[src/rtl/systolic_pe_ws.sv]
// Second-generation systolic MAC processing element: double-buffered weights,
// valid-qualified data, selectable WS/OS dataflow, signed/unsigned, optional saturation.
module systolic_pe_ws #(
  parameter int DATA_W   = 8,
  parameter int WEIGHT_W = 8,
  parameter int ACC_W    = 32,
  parameter bit SIGNED   = 1'b1,
  parameter bit SATURATE = 1'b1
) (
  input  logic                clk,
  input  logic                reset,
  input  logic                mode,
  input  logic [DATA_W-1:0]   data_in,
  input  logic                data_valid_in,
  input  logic [WEIGHT_W-1:0] weight_in,
  input  logic                weight_load,
  input  logic                weight_swap,
  input  logic [ACC_W-1:0]    acc_in,
  input  logic                acc_valid_in,
  input  logic                drain,
  output logic [DATA_W-1:0]   data_out,
  output logic                data_valid_out,
  output logic [WEIGHT_W-1:0] weight_out,
  output logic [ACC_W-1:0]    acc_out,
  output logic                acc_valid_out,
  output logic                ovf
);

  localparam int PW = DATA_W + WEIGHT_W;

  logic [DATA_W-1:0]   dataOut_q, dataOut_d;
  logic                dataValidOut_q, dataValidOut_d;
  logic [WEIGHT_W-1:0] shadow_q, shadow_d;
  logic [WEIGHT_W-1:0] active_q, active_d;
  logic [PW-1:0]       prod_q, prod_d;
  logic                v1_q, v1_d;
  logic [ACC_W-1:0]    localAcc_q, localAcc_d;
  logic [ACC_W-1:0]    accOut_q, accOut_d;
  logic                accValidOut_q, accValidOut_d;
  logic                ovf_q, ovf_d;

  logic [PW-1:0]       dataX, weightX;
  logic [ACC_W:0]      prodX;
  logic [ACC_W:0]      wsSum, osSum;
  logic [ACC_W-1:0]    osNext;

  // Adds an (ACC_W+1)-bit extended product to an accumulator; MSB of the
  // returned value is the overflow indication, low ACC_W bits the result.
  function automatic logic [ACC_W:0] addSat(input logic [ACC_W-1:0] a,
                                            input logic [ACC_W:0]   px);
    logic [ACC_W:0]   ax;
    logic [ACC_W:0]   sum;
    logic             ov;
    logic [ACC_W-1:0] res;
    ax  = {(SIGNED ? a[ACC_W-1] : 1'b0), a};
    sum = ax + px;
    if (SIGNED) begin
      ov = (ax[ACC_W-1] == px[ACC_W-1]) && (sum[ACC_W-1] != ax[ACC_W-1]);
    end else begin
      ov = sum[ACC_W];
    end
    res = sum[ACC_W-1:0];
    if (ov && SATURATE) begin
      if (SIGNED) begin
        res = ax[ACC_W-1] ? {1'b1, {(ACC_W-1){1'b0}}} : {1'b0, {(ACC_W-1){1'b1}}};
      end else begin
        res = '1;
      end
    end
    return {ov, res};
  endfunction

  always_comb begin
    dataOut_d      = data_in;
    dataValidOut_d = data_valid_in;
    shadow_d       = weight_load ? weight_in : shadow_q;
    active_d       = weight_swap ? shadow_q : active_q;
  end

  // Operands are widened to the full product width so a single multiply
  // serves both the signed and unsigned builds.
  always_comb begin
    dataX   = '0;
    weightX = '0;
    dataX[DATA_W-1:0]     = data_in;
    weightX[WEIGHT_W-1:0] = active_q;
    if (SIGNED && data_in[DATA_W-1]) begin
      dataX[PW-1:DATA_W] = '1;
    end
    if (SIGNED && active_q[WEIGHT_W-1]) begin
      weightX[PW-1:WEIGHT_W] = '1;
    end
    prod_d = dataX * weightX;
    v1_d   = data_valid_in;
  end

  always_comb begin
    prodX = '0;
    prodX[PW-1:0] = prod_q;
    if (SIGNED && prod_q[PW-1]) begin
      prodX[ACC_W:PW] = '1;
    end
  end

  assign wsSum = addSat(acc_in, prodX);
  assign osSum = addSat(localAcc_q, prodX);

  // Stage 2: passthrough of the north partial sum is the default in both
  // modes; only a valid product (WS) or a drain (OS) replaces it.
  always_comb begin
    accOut_d      = acc_in;
    accValidOut_d = acc_valid_in;
    localAcc_d    = localAcc_q;
    ovf_d         = ovf_q;
    osNext        = localAcc_q;
    if (!mode) begin
      if (v1_q) begin
        accOut_d = wsSum[ACC_W-1:0];
        ovf_d    = ovf_q | wsSum[ACC_W];
      end
    end else begin
      if (v1_q) begin
        osNext = osSum[ACC_W-1:0];
        ovf_d  = ovf_q | osSum[ACC_W];
      end
      if (drain) begin
        accOut_d      = osNext;
        accValidOut_d = 1'b1;
        localAcc_d    = '0;
      end else begin
        localAcc_d = osNext;
      end
    end
  end

  always_ff @(posedge clk) begin
    if (!reset) begin
      dataOut_q      <= '0;
      dataValidOut_q <= 1'b0;
      shadow_q       <= '0;
      active_q       <= '0;
      prod_q         <= '0;
      v1_q           <= 1'b0;
      localAcc_q     <= '0;
      accOut_q       <= '0;
      accValidOut_q  <= 1'b0;
      ovf_q          <= 1'b0;
    end else begin
      dataOut_q      <= dataOut_d;
      dataValidOut_q <= dataValidOut_d;
      shadow_q       <= shadow_d;
      active_q       <= active_d;
      prod_q         <= prod_d;
      v1_q           <= v1_d;
      localAcc_q     <= localAcc_d;
      accOut_q       <= accOut_d;
      accValidOut_q  <= accValidOut_d;
      ovf_q          <= ovf_d;
    end
  end

  // The shadow is visible to the south PE so each load advances the chain one hop.
  assign weight_out     = shadow_q;
  assign data_out       = dataOut_q;
  assign data_valid_out = dataValidOut_q;
  assign acc_out        = accOut_q;
  assign acc_valid_out  = accValidOut_q;
  assign ovf            = ovf_q;

endmodule

[config.mk]
export PLATFORM = sky130hd
export DESIGN_NAME = systolic_pe_ws
export DESIGN_NICKNAME = d
export VERILOG_FILES = /design/src/rtl/systolic_pe_ws.sv
export SDC_FILE = /design/constraint.sdc
export NUM_CORES = 1
export LEC_CHECK = 0
export ABC_AREA = 1
export CORE_MARGIN = 4
export CORE_UTILIZATION = 45
export CTS_CLUSTER_DIAMETER = 120
export DETAILED_ROUTE_END_ITERATION = 8
export PLACE_DENSITY = 0.65
export SYNTH_ARGS = -nofsm -noshare
export SYNTH_HDL_FRONTEND = slang
export SYNTH_SLANG_ARGS = --single-unit
[constraint.sdc]
create_clock -name clk -period 11.95 [get_ports clk]
set_input_delay 2.39 -clock clk [delete_from_list [all_inputs] [get_ports clk]]
set_output_delay 2.39 -clock clk [all_outputs]
set_load 0.02 [all_outputs]
==> results.yml, run 1 <==
routing:
  via_per_inst: 5.03
  vias: 12645
  routed_wl_mm: 38.7
  wl_per_cell_um: 15.4
  drtAntennaViolNets: 0
  drtIter0Drc: 762
  drcViolationCount: 0
  drtPass1Iterations: 5
synthesis:
  ys_ff_latch: 107
  synth-seq-area-share: 0.169
  syn_avg_cell_area_um2: 6.13
  synth_edf_count: 0
  synth_cells: 2065
  ys_types: 42
  synthArstFlopShare: 0
  synth_flop_cell: "dfxtp_1"
  synth_nets: 2305
  mappedNetlistArea_um2: 12700
  synth_warnings: 0
place:
  finalWeightedCongestion: 0.950
  dp_hpwl_mm: 30.8
  port_buffers: 106
  place_ws_ns: 4.14
layout:
  areaGrowthSynthToFinish_pct: 12.9
  layout_commonest_cell: "nand2_1"
  final_cell_mix: "726 x nand2_1, 377 x inv_1, 162 x nor2_1"
  fin_nets: 2370
  n_antenna_cell: 0
  layout-drive-gt1-share: 0.0286
  nFillCells: 2916
floorplanning:
  die-area_um2: 30900
  start_util: 0.456
  die_y_um: 176
  io-pin-count: 107
  die_w_um: 176
  num_rows: 61
  core_um2: 27800
timing:
  fmax_ghz: 0.135
  finalSetupViolCount: 0
  min_period_ns: 7.40
  relSlewSlack: 0.353
  slew_violations: 0
  rsz0062_at_grt: "no"
  finalCritPeriodShare: 0.619
  fin_skew_ns: 0.0184
  finalSetupTns_ns: 0
  timing.final.ws_setup_ns: 4.55
  hold_violations: 0
  max_slew.worst_pin.slew_ns: 0.970
grt:
  antenna_found_initial: 0
  grt_pass1_wl_mm: 63.2
  grt_pass1_vias: 12421
  grtUsageTotal: 0.252
  grt.overflow.total: 0
  grt_max_degree: 63
pwr:
  ir_drop_mv: 0.0732
  p_leak_nw: 7.92
  powerDensity_nw_per_um2: 135
  power_mw: 1.94
clock_tree:
  clock_path_buffers: 2
  root_buffer: "clkbuf_16"
  cts.repair.resized: 0
  cts_buffers: 9
  clock_latency_ns: 0.38
  h-tree-depth: 3
  cts_sinks: 107
  cts_tree: "built"
  cts_setup_buffers: 0
  clk_pin_slew_worst_paths_ns: 0.09
  ctsHoldBuffers: 0
setup_path:
  cp-start-kind: "primary input"
  crit_path_end_kind: "flop"
  path_class: "primary input to flop"
  cp_data_required_time_ns: 12.23
  cp_max_fo: 9
  cp.arrival_ns: 7.68
worst_hold_path:
  holdCritPathClass: "flop to flop"
run_status:
  status: "completed"
job:
  maxCapViolations: 0
kinds of logic (layout without fill, tap and decap cells):
group                    count (synthesis)  in the layout  synth area share
AO/OA/AOI/OAI                          237            237             0.105
adder cells (fa/ha/maj)                184            184             0.226
XOR/XNOR                                36             36            0.0249
AND/OR/NAND/NOR                       1054           1054             0.339
flip-flops                             107            107             0.169
buffers and inverters                  447            517             0.137
sequential cells by signal (all words and copies together), names as in the netlist:
name and cells:
prod_q 16, acc_out 32, active_q 8, v1_q 1, ovf 1, acc_valid_out 1
weight_out 8, localAcc_q 32, data_out 8
where the power goes:
part / internal (mW) / switching, mW
Combinational: 0.424 / 0.756
Clock: 0.152 / 0.173
Sequential: 0.395 / 0.0347
Total: 0.971 / 0.964
through the flow:
stage / cell area (um^2) / cells / util / hold WS (ns)
2_1_floorplan: 12700 / 2065 / - / 0.463
3_3_place_gp: 14000 / 2497 / 0.503 / 0.454
3_5_place_dp: 14000 / 2497 / 0.503 / 0.460
4_1_cts: 14300 / 2513 / 0.515 / 0.472
5_1_grt: 14300 / 2513 / 0.515 / 0.510
6_report: 14300 / 2513 / 0.515 / 0.471
worst paths after layout:
check,end,depth (start not counted),slack (ns),startpoint
setup reg to reg,prod_q[15],18,6.63,active_q[1]
setup / recovery,prod_q[15],19,4.55,data_in[7]
hold reg to reg,ovf,2,0.47,ovf
hold / removal,ovf,2,0.47,ovf
layer usage:
metal / global-route usage / vias up / routed length (um)
met5: 0 / - / 0
met4: 0.112 / 0 / 1790
met3: 0.0349 / 90 / 2050
met2: 0.436 / 362 / 18100
met1: 0.313 / 5727 / 16800
li1: - / 6466 / -
area by class of cell:
type                            count  area, um^2  share of cell area
Timing Repair Buffer              113        1110              0.0775
Tap cell                          378         473              0.0331
Sequential cell                   107        2140               0.150
Multi-Input combinational cell   1511        8800               0.615
Clock inverter                      7        93.8             0.00656
Clock buffer                        9         225              0.0157
Inverter                          388        1460               0.102
critical path: stages:
cell             delay (ns)
clkdlybuf4s50_1        0.64
nand2_1                0.19
fa_1                   0.66
inv_1                  0.13
fa_1                   0.53
inv_1                  0.07
fa_1                   0.50
inv_1                  0.05
fa_1                   0.53
inv_1                  0.05
fa_1                   0.45
fa_1                   0.49
inv_1                  0.04
ha_1                   0.33
nand3_1                0.13
nor3_1                 0.19
a21oi_1                0.12
a21oi_1                0.13
nor2_1                 0.06
cell usage after synthesis (all sizes together) (11+ instances only):
master / n / area share
fa: 74 / 0.12
a21oi: 141 / 0.059
inv: 386 / 0.11
o21ai: 55 / 0.022
ha: 110 / 0.11
dfxtp: 107 / 0.17
a22oi: 12 / 0.0071
buf: 11 / 0.0073
nor2: 165 / 0.050
o211ai: 12 / 0.0071
nand3: 113 / 0.048
nor3: 12 / 0.0056
xor2: 23 / 0.016
xnor2: 13 / 0.0090
clkbuf: 48 / 0.014
nand4: 13 / 0.0064
nand2: 737 / 0.22
(Power assumes the default switching activity.)
==> run 2, diff against run 1 <==
==> constraint.sdc (replaced) <==
create_clock -name clk -period 7.09 [get_ports clk]
set_input_delay 1.418 -clock clk [delete_from_list [all_inputs] [get_ports clk]]
set_output_delay 1.418 -clock clk [all_outputs]
set_load 0.02 [all_outputs]
==> run 2 against run 1 <==
Net effect:
- combinational power rose by 68%
- setup slack worse by 3.9 ns
- final cell count grew 0.12%
- via count about the same
- total power is 69% higher
- critical path type unchanged
- critical endpoint unchanged
- largest cell class unchanged
==> results.yml, run 2 (synthesis results as in run 1) <==
routing:
  drtPass1Iterations: 5
  drtIter0Drc: 691
  vias: 12636
  routed_wl_mm: 39.1
  drcViolationCount: 0
  wl_per_cell_um: 15.6
  via_per_inst: 5.02
  drtAntennaViolNets: 0
clock_tree:
  clk_pin_slew_worst_paths_ns: 0.09
  clock_path_buffers: 2
  cts_tree: "built"
  root_buffer: "clkbuf_16"
  cts.repair.resized: 0
  h-tree-depth: 3
  ctsHoldBuffers: 0
  cts_buffers: 9
  cts_sinks: 107
  clock_latency_ns: 0.37
  cts_setup_buffers: 0
floorplanning:
  io-pin-count: 107
  start_util: 0.456
  die-area_um2: 30900
  core_um2: 27800
  die_y_um: 176
  num_rows: 61
  die_w_um: 176
pwr:
  p_leak_nw: 7.93
  ir_drop_mv: 0.123
  powerDensity_nw_per_um2: 228
timing:
  rsz0062_at_grt: "no"
  fmax_ghz: 0.154
  relSlewSlack: 0.319
  hold_violations: 0
  finalCritPeriodShare: 0.913
  max_slew.worst_pin.slew_ns: 1.02
  finalSetupViolCount: 0
  fin_skew_ns: 0.0159
  slew_violations: 0
  min_period_ns: 6.47
  finalSetupTns_ns: 0
layout:
  nFillCells: 2930
  fin_nets: 2373
  post-route-cell-area_um2: 14300
  n_antenna_cell: 0
  final_cell_mix: "726 x nand2_1, 377 x inv_1, 162 x nor2_1"
  areaGrowthSynthToFinish_pct: 13.1
  layout_commonest_cell: "nand2_1"
  layout-drive-gt1-share: 0.0299
place:
  dp_hpwl_mm: 31.5
  finalWeightedCongestion: 0.961
  port_buffers: 106
  place_area_um2: 14000
worst_hold_path:
  hold_depth: 2
  holdCritPathClass: "flop to flop"
setup_path:
  path_class: "primary input to flop"
  path_cells: "clkdlybuf4s50_1 -> nand2_1 -> fa_1 -> inv_1 -> fa_1 -> inv_1 -> fa_1 -> inv_1 -> fa_1 -> inv_1 -> fa_1 -> fa_1 -> inv_1 -> ha_1 -> a21oi_1 -> o211ai_1 -> a21oi_1 -> nand3_1 -> nand2_1 -> nor2_1"
  cp_max_fo: 9
  cp_slowest_stage_delay_ns: 0.67
  cp_data_required_time_ns: 7.35
  crit_path_end_kind: "flop"
  cp.arrival_ns: 6.74
  path_common_cell: "fa_1"
  crit_path_top_delay_cell: "fa_1"
  worstRegToRegCells: 19
  r2r_slack_ns: 1.76
  cp-start-kind: "primary input"
grt:
  grt_pass1_wl_mm: 62.8
  grtUsageTotal: 0.252
  grt_pass1_vias: 12326
  grt.overflow.total: 0
  antenna_found_initial: 0
  grt_max_degree: 50
job:
  maxCapViolations: 0
run_status:
  status: "completed"
==> run 2: changes by cell type in the layout (fill, tap and decap cells not counted), sizes merged <==
cell,previous run,this run
inv,388,389
buf,8,11
clkinv,7,6
==> run 2: area by class of cell <==
type | instances | area (um^2) | share of cell area
Multi-Input combinational cell | 1511 | 8800 | 0.615
Inverter | 388 | 1460 | 0.102
Tap cell | 378 | 473 | 0.0330
Clock inverter | 7 | 91.3 | 0.00638
Clock buffer | 9 | 225 | 0.0157
Sequential cell | 107 | 2140 | 0.150
Timing Repair Buffer | 116 | 1130 | 0.0790
==> run 2: report_power, final <==
group          internal (mW)  switching [mW]  total, mW
clock network          0.257           0.290      0.547
logic                  0.717            1.26       1.98
registers              0.666          0.0741      0.740
==> run 2: routing by layer <==
metal / track usage / routed length [um]
met1: 0.310 / 17000
met4: 0.0799 / 1270
met2: 0.460 / 19200
met5: 0 / 0
met3: 0.0288 / 1650
==> run 2: path summary, 6_finish.rpt <==
path,from,to
worst max-delay path,data_in[7],prod_q[15]
worst max register to register,active_q[1],prod_q[15]
worst min register to register,ovf,ovf
worst min-delay path,ovf,ovf
==> run 2: metrics by stage <==
stage	total power, mW	instances	hold WS [ns]	setup slack, ns	util
6_report	3.26	2516	0.451	0.616	0.515
3_5_place_dp	2.72	2500	0.440	0.233	0.504
3_3_place_gp	2.69	2500	0.437	0.291	0.504
4_1_cts	3.27	2516	0.454	0.625	0.515
5_1_grt	3.57	2516	0.474	0.325	0.515
2_1_floorplan	2.19	2065	0.463	0.928	-
==> run 2: worst max-delay path, delay by kind of cell <==
family	cells	cell delay [ns]
adders and majority gates	7	3.49
AOI/OAI and AO/OA	3	0.42
buffers and inverters	6	0.99
and+or+nand+nor	4	0.40
==> run 3, diff against run 2 <==
--- a/config.mk
+++ b/config.mk
@@ -11,6 +11,7 @@
 export CTS_CLUSTER_DIAMETER = 120
 export DETAILED_ROUTE_END_ITERATION = 8
 export PLACE_DENSITY = 0.65
+export RECOVER_POWER = 100
 export SYNTH_ARGS = -nofsm -noshare
 export SYNTH_HDL_FRONTEND = slang
 export SYNTH_SLANG_ARGS = --single-unit
==> constraint.sdc (replaced) <==
create_clock -name clk -period 8.2 [get_ports clk]
set_input_delay 1.64 -clock clk [delete_from_list [all_inputs] [get_ports clk]]
set_output_delay 1.64 -clock clk [all_outputs]
set_load 0.02 [all_outputs]
==> run 3 against run 2 <==
Net effect:
- the flow now finishes with violations (capacitance limit, slew limit)
- via count down 0.35%
- core utilization down 0.086 points
- total power down 14%
- worst hold slack better by 0.0070 ns
- final cell count about the same
- die area unchanged
- clock power down 13%
- critical endpoint unchanged
==> results.yml, run 3 (synthesis results as in run 1) <==
grt:
  grtUsageTotal: 0.251
  antenna_found_initial: 1
  grt.overflow.total: 0
  grt_pass1_vias: 12134
  grt_max_degree: 55
  grt_pass1_wl_mm: 62.5
setup_path:
  path_class: "primary input to flop"
  reg2reg_from: "prod_q[15]"
  cp_max_fo: 9
  path_buf_inv: 6
  r2r_end: "acc_out[19]"
  crit_path_top_delay_cell: "dlygate4sd3_1"
  cp-start-kind: "primary input"
  cp_data_required_time_ns: 8.46
  cp.arrival_ns: 7.08
  cp_slowest_stage_delay_ns: 0.71
  worstRegToRegCells: 21
  path_common_cell: "fa_1"
  r2r_slack_ns: 2.19
  cp_top_family: "adder cells"
  path_cells: "dlygate4sd3_1 -> nand2_1 -> fa_1 -> inv_1 -> fa_1 -> inv_1 -> fa_1 -> inv_1 -> fa_1 -> inv_1 -> fa_1 -> fa_1 -> inv_1 -> ha_1 -> a21oi_1 -> o211ai_1 -> a21oi_1 -> nand3_1 -> nand2_1 -> nor2_1"
  crit_path_end_kind: "flop"
routing:
  drcViolationCount: 0
  drtIter0Drc: 725
  via_per_inst: 5.01
  drtAntennaViolNets: 0
  drtPass1Iterations: 5
  routed_wl_mm: 38.8
  vias: 12592
  wl_per_cell_um: 15.4
timing:
  finalSetupTns_ns: 0
  finalSetupViolCount: 0
  finalCritPeriodShare: 0.832
  fin_skew_ns: 0.0171
  rsz0062_at_grt: "no"
  min_period_ns: 6.82
  slew_violations: 105
  fmax_ghz: 0.147
  relSlewSlack: -0.853
  hold_violations: 0
  max_slew.worst_pin.slew_ns: 2.78
  timing.final.ws_setup_ns: 1.38
worst_hold_path:
  hold-path-endpoint: "ovf"
  hold_depth: 2
  holdCritPathClass: "flop to flop"
  min_from: "ovf"
layout:
  n_antenna_cell: 0
  layout_commonest_cell: "nand2_1"
  seq_area_um2: 2140
  layoutNonFillerInstCount: 2514
  areaGrowthSynthToFinish_pct: 12.9
  final_cell_mix: "726 x nand2_1, 379 x inv_1, 162 x nor2_1"
  layout-drive-gt1-share: 0.0267
  fin_nets: 2371
  multi_input_area_um2: 8800
  nFillCells: 2921
place:
  place_ws_ns: 1.05
  finalWeightedCongestion: 0.956
  port_buffers: 106
  dp_hpwl_mm: 31.3
  place_inst: 2498
clock_tree:
  cts_setup_buffers: 0
  clock_path_buffers: 2
  cts_buffers: 9
  h-tree-depth: 3
  cts_tree: "built"
  clock_latency_ns: 0.37
  root_buffer: "clkbuf_16"
  clk_pin_slew_worst_paths_ns: 0.09
  cts.repair.resized: 0
  ctsHoldBuffers: 0
  cts_sinks: 107
floorplanning:
  num_rows: 61
  die_w_um: 176
  die_y_um: 176
  start_util: 0.456
  core_um2: 27800
  die-area_um2: 30900
  io-pin-count: 107
job:
  maxCapViolations: 2
run_status:
  status: "finished with violations"
  violations: "capacitance limit, slew limit"
pwr:
  powerDensity_nw_per_um2: 197
  ir_drop_mv: 0.0988
  p_leak_nw: 8.03
## run 3: tightest hold or removal path, stage by stage (launching register included)
cell and delay (ns):
dfxtp_1 0.32, inv_1 0.05, a21oi_1 0.05
## run 3: where the power goes
group          internal [mW]  switching, mW  leakage, nW
clock                  0.224          0.253        0.154
combinational          0.611           1.09         7.00
sequential             0.576         0.0628        0.880
## run 3: per-stage QoR
step / util / instance area (um^2) / power [mW] / hold WS [ns]
finish: 0.515 / 14300 / 2.82 / 0.458
global route: 0.515 / 14300 / 3.09 / 0.466
CTS: 0.515 / 14300 / 2.84 / 0.457
detailed placement: 0.504 / 14000 / 2.35 / 0.444
global placement: 0.504 / 14000 / 2.33 / 0.441
floorplan: - / 12700 / 1.89 / 0.463
## run 3: cell type report
type,count,area share
clock inverter,7,0.00656
inverter,388,0.102
sequential,107,0.150
multi-input combinational,1511,0.615
tap,378,0.0331
timing repair buffer,114,0.0775
clock buffer,9,0.0158
## run 3: per-layer routing
| metal | vias to the layer above | track usage | part of all wire |
|---|---|---|---|
| met3 | 71 | 0.0319 | 0.049 |
| met1 | 5698 | 0.317 | 0.43 |
| met2 | 345 | 0.439 | 0.48 |
| met5 | - | 0 | 0 |
| met4 | 0 | 0.0913 | 0.037 |
| li1 | 6478 | - | - |
## run 3: worst max path at each step
stage                          start    endpoint  slack [ns]  cells past startpoint
final                     data_in[7]  prod_q[15]        1.38                     20
after global routing      data_in[7]  prod_q[14]        1.09                     20
after CTS                 data_in[7]  prod_q[15]        1.47                     20
after detailed placement  data_in[7]  prod_q[15]        1.05                     20
after global placement    data_in[7]  prod_q[15]        1.18                     20
after floorplan           data_in[7]  prod_q[15]        1.82                     20
